<file path="src/rtl/dram_pkg.sv">
// Shared encodings for the DRAM port arbiter: sequencer select codes,
// arbiter states and default refresh interval.
package dram_pkg;

    localparam int unsigned REFRESH_CNT_DEF = 374;
    localparam int unsigned CNT_W_DEF       = 12;
    localparam int unsigned SEL_W           = 2;
    localparam int unsigned PEND_W          = 2;

    localparam logic [SEL_W-1:0] SEL_CPU = 2'b00;
    localparam logic [SEL_W-1:0] SEL_DMA = 2'b01;
    localparam logic [SEL_W-1:0] SEL_REF = 2'b10;

    localparam logic [1:0] DSACK_32   = 2'b11;
    localparam logic [1:0] DSACK_NONE = 2'b00;

    typedef enum logic [1:0] {
        ST_IDLE     = 2'd0,
        ST_BUSY     = 2'd1,
        ST_CPU_HOLD = 2'd2,
        ST_RECOVER  = 2'd3
    } arb_state_e;

endpackage

</file>
<file path="src/rtl/dram_refresh_timer.sv">
// Free-running refresh interval counter with a saturating backlog of
// pending CAS-before-RAS refreshes and a sticky overflow flag.
module dram_refresh_timer
    import dram_pkg::*;
#(
    parameter int unsigned REFRESH_CNT = REFRESH_CNT_DEF,
    parameter int unsigned CNT_W       = CNT_W_DEF
) (
    input  logic              CLK,
    input  logic              nRST,
    input  logic              refresh_done,
    output logic [PEND_W-1:0] ref_pending,
    output logic              refresh_ovf
);

    logic [CNT_W-1:0]  cnt_q, cnt_d;
    logic [PEND_W-1:0] pend_q, pend_d;
    logic              ovf_q, ovf_d;
    logic              tick;

    always_comb begin
        tick   = (cnt_q == CNT_W'(REFRESH_CNT - 1));
        cnt_d  = tick ? '0 : cnt_q + CNT_W'(1);
        pend_d = pend_q;
        ovf_d  = ovf_q;
        // A tick and a completed refresh in the same cycle cancel out.
        if (tick && !refresh_done) begin
            if (pend_q == PEND_W'(3)) begin
                ovf_d = 1'b1;
            end else begin
                pend_d = pend_q + PEND_W'(1);
            end
        end else if (!tick && refresh_done && (pend_q != '0)) begin
            pend_d = pend_q - PEND_W'(1);
        end
    end

    always_ff @(posedge CLK or negedge nRST) begin
        if (!nRST) begin
            cnt_q  <= '0;
            pend_q <= '0;
            ovf_q  <= 1'b0;
        end else begin
            cnt_q  <= cnt_d;
            pend_q <= pend_d;
            ovf_q  <= ovf_d;
        end
    end

    assign ref_pending = pend_q;
    assign refresh_ovf = ovf_q;

endmodule

</file>
<file path="src/rtl/dram_port_arb.sv">
// Shares the DRAM sequencer between 68030 bus cycles, the DMA port and
// refresh; owns requester priority and 68030 DSACK termination.
module dram_port_arb
    import dram_pkg::*;
#(
    parameter int unsigned REFRESH_CNT = REFRESH_CNT_DEF,
    parameter int unsigned CNT_W       = CNT_W_DEF
) (
    input  logic             CLK,
    input  logic             nRST,
    input  logic             nAS,
    input  logic             nRAMSEL,
    input  logic             RnW,
    input  logic             dma_req,
    input  logic             dma_wr,
    output logic             dma_ack,
    output logic             seq_start,
    output logic [SEL_W-1:0] seq_sel,
    output logic             seq_wr,
    input  logic             seq_done,
    output logic [1:0]       DSACK,
    output logic             refresh_ovf
);

    arb_state_e        state_q, state_d;
    logic              as_s1_q, as_s1_d, as_s2_q, as_s2_d;
    logic              sel_s1_q, sel_s1_d, sel_s2_q, sel_s2_d;
    logic              last_dma_q, last_dma_d;
    logic              dma_ack_q, dma_ack_d;
    logic              seq_start_q, seq_start_d;
    logic [SEL_W-1:0]  seq_sel_q, seq_sel_d;
    logic              seq_wr_q, seq_wr_d;
    logic [1:0]        dsack_q, dsack_d;
    logic [PEND_W-1:0] ref_pending;
    logic              cpu_req_c;
    logic              refresh_done_c;

    assign cpu_req_c      = as_s2_q & sel_s2_q;
    assign refresh_done_c = (state_q == ST_BUSY) && seq_done && (seq_sel_q == SEL_REF);

    dram_refresh_timer #(
        .REFRESH_CNT (REFRESH_CNT),
        .CNT_W       (CNT_W)
    ) u_refresh_timer (
        .CLK          (CLK),
        .nRST         (nRST),
        .refresh_done (refresh_done_c),
        .ref_pending  (ref_pending),
        .refresh_ovf  (refresh_ovf)
    );

    always_comb begin
        as_s1_d     = ~nAS;
        as_s2_d     = as_s1_q;
        sel_s1_d    = ~nRAMSEL;
        sel_s2_d    = sel_s1_q;
        state_d     = state_q;
        last_dma_d  = last_dma_q;
        dma_ack_d   = 1'b0;
        seq_start_d = 1'b0;
        seq_sel_d   = seq_sel_q;
        seq_wr_d    = seq_wr_q;
        dsack_d     = dsack_q;
        case (state_q)
            ST_IDLE: begin
                // Refresh first, then round-robin between CPU and DMA.
                if (ref_pending != '0) begin
                    seq_sel_d   = SEL_REF;
                    seq_wr_d    = 1'b0;
                    seq_start_d = 1'b1;
                    state_d     = ST_BUSY;
                end else if (cpu_req_c && (!dma_req || last_dma_q)) begin
                    seq_sel_d   = SEL_CPU;
                    seq_wr_d    = ~RnW;
                    seq_start_d = 1'b1;
                    last_dma_d  = 1'b0;
                    state_d     = ST_BUSY;
                end else if (dma_req) begin
                    seq_sel_d   = SEL_DMA;
                    seq_wr_d    = dma_wr;
                    seq_start_d = 1'b1;
                    last_dma_d  = 1'b1;
                    state_d     = ST_BUSY;
                end
            end
            ST_BUSY: begin
                if (seq_done) begin
                    if (seq_sel_q == SEL_REF) begin
                        state_d = ST_IDLE;
                    end else if (seq_sel_q == SEL_DMA) begin
                        dma_ack_d = 1'b1;
                        state_d   = ST_RECOVER;
                    end else if (as_s2_q) begin
                        dsack_d = DSACK_32;
                        state_d = ST_CPU_HOLD;
                    end else begin
                        // CPU abandoned the cycle: finish silently.
                        dsack_d = DSACK_NONE;
                        state_d = ST_RECOVER;
                    end
                end
            end
            ST_CPU_HOLD: begin
                if (!as_s2_q) begin
                    dsack_d = DSACK_NONE;
                    state_d = ST_RECOVER;
                end
            end
            ST_RECOVER: begin
                state_d = ST_IDLE;
            end
            default: begin
                state_d = ST_IDLE;
            end
        endcase
    end

    always_ff @(posedge CLK or negedge nRST) begin
        if (!nRST) begin
            state_q     <= ST_IDLE;
            as_s1_q     <= 1'b0;
            as_s2_q     <= 1'b0;
            sel_s1_q    <= 1'b0;
            sel_s2_q    <= 1'b0;
            last_dma_q  <= 1'b0;
            dma_ack_q   <= 1'b0;
            seq_start_q <= 1'b0;
            seq_sel_q   <= SEL_CPU;
            seq_wr_q    <= 1'b0;
            dsack_q     <= DSACK_NONE;
        end else begin
            state_q     <= state_d;
            as_s1_q     <= as_s1_d;
            as_s2_q     <= as_s2_d;
            sel_s1_q    <= sel_s1_d;
            sel_s2_q    <= sel_s2_d;
            last_dma_q  <= last_dma_d;
            dma_ack_q   <= dma_ack_d;
            seq_start_q <= seq_start_d;
            seq_sel_q   <= seq_sel_d;
            seq_wr_q    <= seq_wr_d;
            dsack_q     <= dsack_d;
        end
    end

    assign dma_ack   = dma_ack_q;
    assign seq_start = seq_start_q;
    assign seq_sel   = seq_sel_q;
    assign seq_wr    = seq_wr_q;
    assign DSACK     = dsack_q;

endmodule

</file>
<file path="config.mk">
export PLATFORM = sky130hd
export DESIGN_NAME = dram_port_arb
export DESIGN_NICKNAME = d
export VERILOG_FILES = /design/src/rtl/dram_pkg.sv /design/src/rtl/dram_refresh_timer.sv /design/src/rtl/dram_port_arb.sv
export SDC_FILE = /design/constraint.sdc
export NUM_CORES = 1
export LEC_CHECK = 0
export ABC_AREA = 1
export BUFFER_PORTS_ARGS = -buffer_cell sky130_fd_sc_hd__buf_4
export CORE_UTILIZATION = 35
export DETAILED_ROUTE_END_ITERATION = 16
export GPL_TIMING_DRIVEN = 0
export HOLD_SLACK_MARGIN = 0.03
export PLACE_DENSITY_LB_ADDON = 0.15
export SLEW_MARGIN = 20
export SYNTH_ARGS = -nofsm -noshare
export SYNTH_HDL_FRONTEND = slang
export SYNTH_SLANG_ARGS = --single-unit
</file>
<file path="constraint.sdc">
create_clock -name CLK -period 1.3 [get_ports CLK]
set_input_delay 0.195 -clock CLK [delete_from_list [all_inputs] [get_ports CLK]]
set_output_delay 0.195 -clock CLK [all_outputs]
set_load 0.1 [all_outputs]
</file>
==> results of run 1 <==
what timing repair did:
action,4_1_cts,5_1_grt
resized for setup,7,13
hold buffers,1,1
buffers inserted,3,1
endpoints found under the hold margin,28,1
pin swaps,1,4
gates cloned,1,0
endpoints found under the setup margin,16,19
power by group through the flow:
stage | Combinational (mW) | Sequential (mW) | Clock, mW
final | 1.17 | 1.09 | 0.686
after detailed placement | 1.12 | 1.10 | 0
after CTS | 1.13 | 1.09 | 0.717
after global routing | 1.26 | 1.11 | 0.748
after floorplan | 0.421 | 1.56 | 0
after global placement | 1.11 | 1.10 | 0
how the worst max path moves through the flow:
stage               slack [ns]                      from                             end
detailed placement       -0.10  u_refresh_timer.cnt_q[0]       u_refresh_timer.cnt_q[10]
floorplan                -0.04                seq_sel[1]                        DSACK[0]
global route             -0.17  u_refresh_timer.cnt_q[1]  u_refresh_timer.ref_pending[1]
CTS                      -0.04  u_refresh_timer.cnt_q[1]  u_refresh_timer.ref_pending[1]
finish                   -0.05  u_refresh_timer.cnt_q[0]        u_refresh_timer.cnt_q[8]
global placement         -0.07  u_refresh_timer.cnt_q[0]       u_refresh_timer.cnt_q[10]
cell usage after synthesis:
cell type,number
nand4_1,4
nor3_1,4
o21bai_1,1
o21ai_0,10
nand2_1,38
ha_1,2
buf_6,1
or2_2,1
xor2_1,3
nor2_4,1
nand2_2,3
dfrtp_1,28
buf_4,1
nor2_1,15
nor3_2,1
nand3b_1,3
nand3_1,14
inv_2,2
inv_1,32
a21oi_1,4
nor2_2,1
layer usage:
metal  vias up  global-route usage (%)  share of wire (%)  routed length [um]
met3         4                   2.817                3.5                  90
li1        575                       -                  -                   -
met4         0                   5.833                1.2                  31
met1       511                   18.98                 49                1265
met5         -                       0                  0                   0
met2        19                   23.55                 46                1184
layout make-up:
type / instances / area share [%]
timing repair buffer: 22 / 9.654
sequential: 28 / 40.92
multi-input combinational: 105 / 33.43
clock inverter: 1 / 1.729
buffer: 2 / 1.081
clock buffer: 3 / 2.378
inverter: 34 / 7.349
tap: 48 / 3.458
logic make-up after synthesis:
| group | count (synthesis) | share of synthesized area (%) |
|---|---|---|
| DFF | 28 | 51.33 |
| buffers and inverters | 36 | 10.72 |
| xor gates and xnor gates | 3 | 1.925 |
| and+or+nand+nor | 85 | 28.51 |
| AOI/OAI and AO/OA | 15 | 5.683 |
| adders and majority gates | 2 | 1.833 |
per-stage QoR:
stage               hold WS [ns]  instances  util, %
finish                   0.05471        243    47.08
global route             0.04045        243    47.08
CTS                      0.03546        241    45.35
detailed placement        0.1430        232    41.93
global placement          0.1376        232    41.93
floorplan                -0.1006        169        -
==> metrics.md, run 1 <==
| Metric | Value |
|---|---|
| Outcome | complete, but fails checks |
| Failing checks | setup timing |
| Worst reg2reg path depth | 9 |
| First-pass GRT wire length | 4.609 mm |
| Yosys reg bits | 28 |
| Max-Cap Viols | 0 |
| Later-pin clock latency in the skew report | 0.27 ns |
| GRT Util Overall | 14.52% |
| Crit-path slowest cell | dfrtp_2 |
| Highest Clock Rate | 741.1 MHz |
| CP top delay family | flip-flops |
| Final worst slack | -0.04937 ns |
| Area of the die | 4154 um2 |
| Vias | 1,109 |
| Netlist area before placement | 1365 um2 |
| Routed Antenna Nets | 0 |
| Synth top area share | 51.33% |
| Hold depth | 2 |
| Total power | 2.949 mW |
| Antenna cell count | 0 |
| Lkg Pwr | 0.9206 nW |
| Cts bufs inserted | 3 |
| Fin crit share | 103.8% |
| RSZ-0062 raised after global routing | yes |
| Synth area leaders | dfrtp_1, nand2_1, inv_1 |
| CTS H-Tree Depth | 1 |
| Yosys warnings | 0 |
| Worst r2r src | u_refresh_timer.cnt_q[0] |
| Initial antenna violation count | 0 |
| Most frequent CP cell | nand2_2 |
| Layout fillers | 367 |
| Setup TNS | -0.2524 ns |
| Max_slew headroom | 75.90% |
| Post-synthesis net count | 179 |
| CP Depth | 9 |
| Cell accounting for the most synthesized area | dfrtp_1 |
| Via-per-instance ratio | 4.564 |
| Kind of critical path | register to register |
| Net Switching | 1.240 mW |
| Sw frac | 42.07% |
| Clk pwr share | 23.3% |
| Layout Skew | 0.004453 ns |
| Clock slew at reported path FFs | 0.10 ns |
| Seq/Total Area, Yosys | 51.33% |
| Max FFs per register | 12 |
| DRC | 0 |
| Area growth, synth to finish | 27.22% |
| Post-DP HPWL | 1.805 mm |
| Crit path cell chain | ha_2, nand2_1, inv_1, nand2_2, nor2_4, nand2_2, buf_6, o21ai_0, a21oi_1 |
| Top reg by flops | u_refresh_timer.cnt_q |
| Gate power share | 39.6% |
| Chip Height | 64.45 um |
| Hold path start | nRAMSEL |
| Final Cell Area | 1737 um2 |
| Slowest stage delay, CP | 0.46 ns |
| Rows | 22 |
| Dpl ws | -0.1010 ns |
| Pwr dens | 1698 nW/um2 |
| Largest net degree at the start of global routing | 29 |
| Sequential Area | 710.7 um2 |
| Most common cell after layout, fill and taps aside | nand2_1 |
| WP data arrival | 1.55 ns |
| Total iterations of the first detailed-routing run | 4 |
| Grt ovf | 0 |
| Starting Density | 37.01% |
| DIE WIDTH | 64.45 um |
| Multi-input gate area | 580.6 um2 |
| Core box area | 3689 um2 |
| Minimum clock period | 1.349 ns |
| Io pins | 16 |
| Avg WL per Cell | 10.58 um |
| Clock sink count | 28 |
| Tightest Pin Transition | 0.3615 ns |
| CTS tree | done |
| Syn Area/Cell | 8.077 um2 |
| Commonest cells after routing, fill and taps aside | nand2_1, inv_1, dfrtp_1 |
| WP data required | 1.50 ns |
| Final setup violation count | 9 |
| Root buffer cell | clkbuf_8 |
| Max FO, Critical Path | 5 |
| Unique masters post-synth | 21 |
| Fraction of final layout cells with drive strength greater than 1 | 27.18% |
| Critical Path Source Type | register |
| Drt initial violations | 39 |
| Placement Cell Area | 1546 um2 |
| Hold path endpoint | sel_s1_q |
| Combined buffer and inverter count along the critical path | 2 |
| Pins Over Slew Limit | 0 |
| Vias in the first global route | 1,088 |
| Post-Route WL | 2.572 mm |
| Post-Synthesis Cells | 169 |
| GPL Wtd Cong | 0.8993 |
| Final Hold Fails | 0 |
| FF-to-FF setup slack | -0.05 ns |
| Worst r2r dst | u_refresh_timer.cnt_q[8] |
| Crit path capture type | register |
| CTS Buffer Depth | 2 |
| Final net count | 206 |
| Buffers on Ports | 15 |
| Maximum vdd drop | 0.8313 mV |
| Hold Crit Class | input pin to register |
| Pint | 1.708 mW |
| Sequential Power Share | 37.1% |
(Power assumes the default switching activity.)
==> inputs of run 2 (changes only) <==
==> constraint.sdc (replaced) <==
create_clock -name CLK -period 1.19 [get_ports CLK]
set_input_delay 0.1785 -clock CLK [delete_from_list [all_inputs] [get_ports CLK]]
set_output_delay 0.1785 -clock CLK [all_outputs]
set_load 0.1 [all_outputs]
==> run 2 against run 1 <==
- core utilization is 4.6 points higher
- global-route usage fell by 0.38 points
- sequential share of layout area shrank 3.3 points
- highest routed layer unchanged
- final area up 9.9%
- largest power group unchanged
- critical endpoint is now u_refresh_timer.ref_pending[1]
- the run still ends with setup timing left
- total power rose by 20%
==> metrics.md, run 2 (synthesized netlist as in run 1, its figures left out) <==
| Metric | Value |
|---|---|
| Outcome | complete, but fails checks |
| Failing checks | setup timing |
| Final setup violation count | 14 |
| Area growth, synth to finish | 39.78% |
| WP data required | 1.40 ns |
| DP Cell Count | 232 |
| Post-Route WL | 2.682 mm |
| Clock slew at reported path FFs | 0.10 ns |
| Dpl ws | -0.1672 ns |
| Buffers on Ports | 15 |
| Max FO, Critical Path | 5 |
| GPL Wtd Cong | 0.8145 |
| Chip Height | 64.45 um |
| Maximum vdd drop | 0.7755 mV |
| Final Hold Fails | 0 |
| Layout fillers | 350 |
| Grt ovf | 0 |
| Clock sink count | 28 |
| Crit path capture type | register |
| Total iterations of the first detailed-routing run | 4 |
| Pwr dens | 1853 nW/um2 |
| Most common cell after layout, fill and taps aside | nand2_1 |
| Vias | 1,149 |
| Final net count | 214 |
| Fraction of final layout cells with drive strength greater than 1 | 34.98% |
| Starting Density | 37.01% |
| Largest net degree at the start of global routing | 29 |
| Kind of critical path | register to register |
| CTS Buffer Depth | 2 |
| Multi-input gate area | 645.6 um2 |
| Layout Skew | 0.004757 ns |
| Highest Clock Rate | 740.9 MHz |
| Pins Over Slew Limit | 0 |
| Minimum clock period | 1.350 ns |
| Initial antenna violation count | 0 |
| Max FFs per register | 12 |
| Hold Crit Class | input pin to register |
| Total power | 3.536 mW |
| Vias in the first global route | 1,111 |
| Post-DP HPWL | 1.809 mm |
| Lkg Pwr | 1.014 nW |
| DRC | 0 |
| Worst Setup SP | u_refresh_timer.cnt_q[1] |
| Commonest cells after routing, fill and taps aside | nand2_1, inv_1, buf_4 |
| CTS tree | done |
| First-pass GRT wire length | 4.567 mm |
| Fin cells | 251 |
| Area of the die | 4154 um2 |
| Via-per-instance ratio | 4.578 |
| Root buffer cell | clkbuf_8 |
| Tightest Pin Transition | 0.3561 ns |
| CTS H-Tree Depth | 1 |
| Antenna cell count | 0 |
| Max_slew headroom | 76.26% |
| Top reg by flops | u_refresh_timer.cnt_q |
| Critical Path Source Type | register |
| Sequential Area | 718.2 um2 |
| Worst r2r src | u_refresh_timer.cnt_q[1] |
| Avg WL per Cell | 10.69 um |
| Io pins | 16 |
| Cts bufs inserted | 3 |
| Max-Cap Viols | 0 |
| Drt initial violations | 22 |
| WP data arrival | 1.56 ns |
| Fin crit share | 113.4% |
| Rows | 22 |
| Routed Antenna Nets | 0 |
| DIE WIDTH | 64.45 um |
| Later-pin clock latency in the skew report | 0.27 ns |
| Setup TNS | -1.711 ns |
| Final worst slack | -0.1597 ns |
| RSZ-0062 raised after global routing | yes |
| Hold path start | seq_done |
| GRT Util Overall | 14.14% |
| Core box area | 3689 um2 |
## run 2: cell count changes in the layout (fill, tap and decap cells not counted), moves of 3 or more
cell	change
dfrtp_1	-4
buf_6	+3
dfrtp_2	+3
nor2_4	+3
o21ai_0	-3
o21ai_1	+3
## run 2: path summary, 6_finish.rpt
check / endpoint / slack [ns] / cells past startpoint
min in group asynchronous: dma_ack / 0.34 / 2
worst min-delay path: dma_ack / 0.18 / 3
worst min register to register: as_s2_q / 0.36 / 0
worst max register to register: u_refresh_timer.ref_pending[1] / -0.16 / 11
worst max-delay path: u_refresh_timer.ref_pending[1] / -0.16 / 11
max in group asynchronous: DSACK[0] / 0.54 / 2
## run 2: critical path, cell delays in order (launching register included)
cell and delay, ns:
dfrtp_1 0.39, inv_1 0.06, ha_2 0.15, nand2_1 0.04, inv_1 0.06, nand2_2 0.07
nor2_4 0.09, nand2_2 0.09, buf_6 0.15, nor2_2 0.06, nor2_1 0.04, nor2_1 0.08
## run 2: layout make-up
type | instances | area share (%)
clock buffers | 3 | 2.164
flip-flops and latches | 28 | 37.64
plain buffers | 2 | 1.180
inverters | 34 | 6.951
well taps | 48 | 3.148
clock inverters | 1 | 1.574
multi-input cells | 105 | 33.84
repair buffers | 30 | 13.51
## run 2: report_power, final
group	switching, mW	leakage (nW)	internal (mW)
Clock	0.301	0.0357	0.450
Combinational	1.06	0.632	0.486
Sequential	0.125	0.346	1.11
## run 2: repair_timing
item / in CTS / in global routing
hold endpoints to repair: 30 / 0
pin swaps: 6 / 7
setup endpoints to repair: 23 / 23
gates cloned: 1 / 0
setup buffers: 5 / 6
hold buffers: 3 / 0
resized for setup: 17 / 25
## run 2: per-layer routing
metal	up-vias	wire [um]	GRT usage, %	part of all wire [%]
li1	593	-	-	-
met1	541	1302	17.29	49
met2	11	1299	24.08	48
met3	4	47	2.289	1.8
met4	0	32	6.944	1.2
met5	-	0	0	0
## run 2: stage by stage
step / hold WS (ns) / utilization [%] / instance area, um2
2_1_floorplan: -0.1171 / - / 1398
3_3_place_gp: 0.1175 / 42.57 / 1570
3_5_place_dp: 0.1163 / 42.57 / 1570
4_1_cts: 0.1574 / 48.00 / 1770
5_1_grt: 0.1795 / 51.73 / 1908
6_report: 0.1771 / 51.73 / 1908
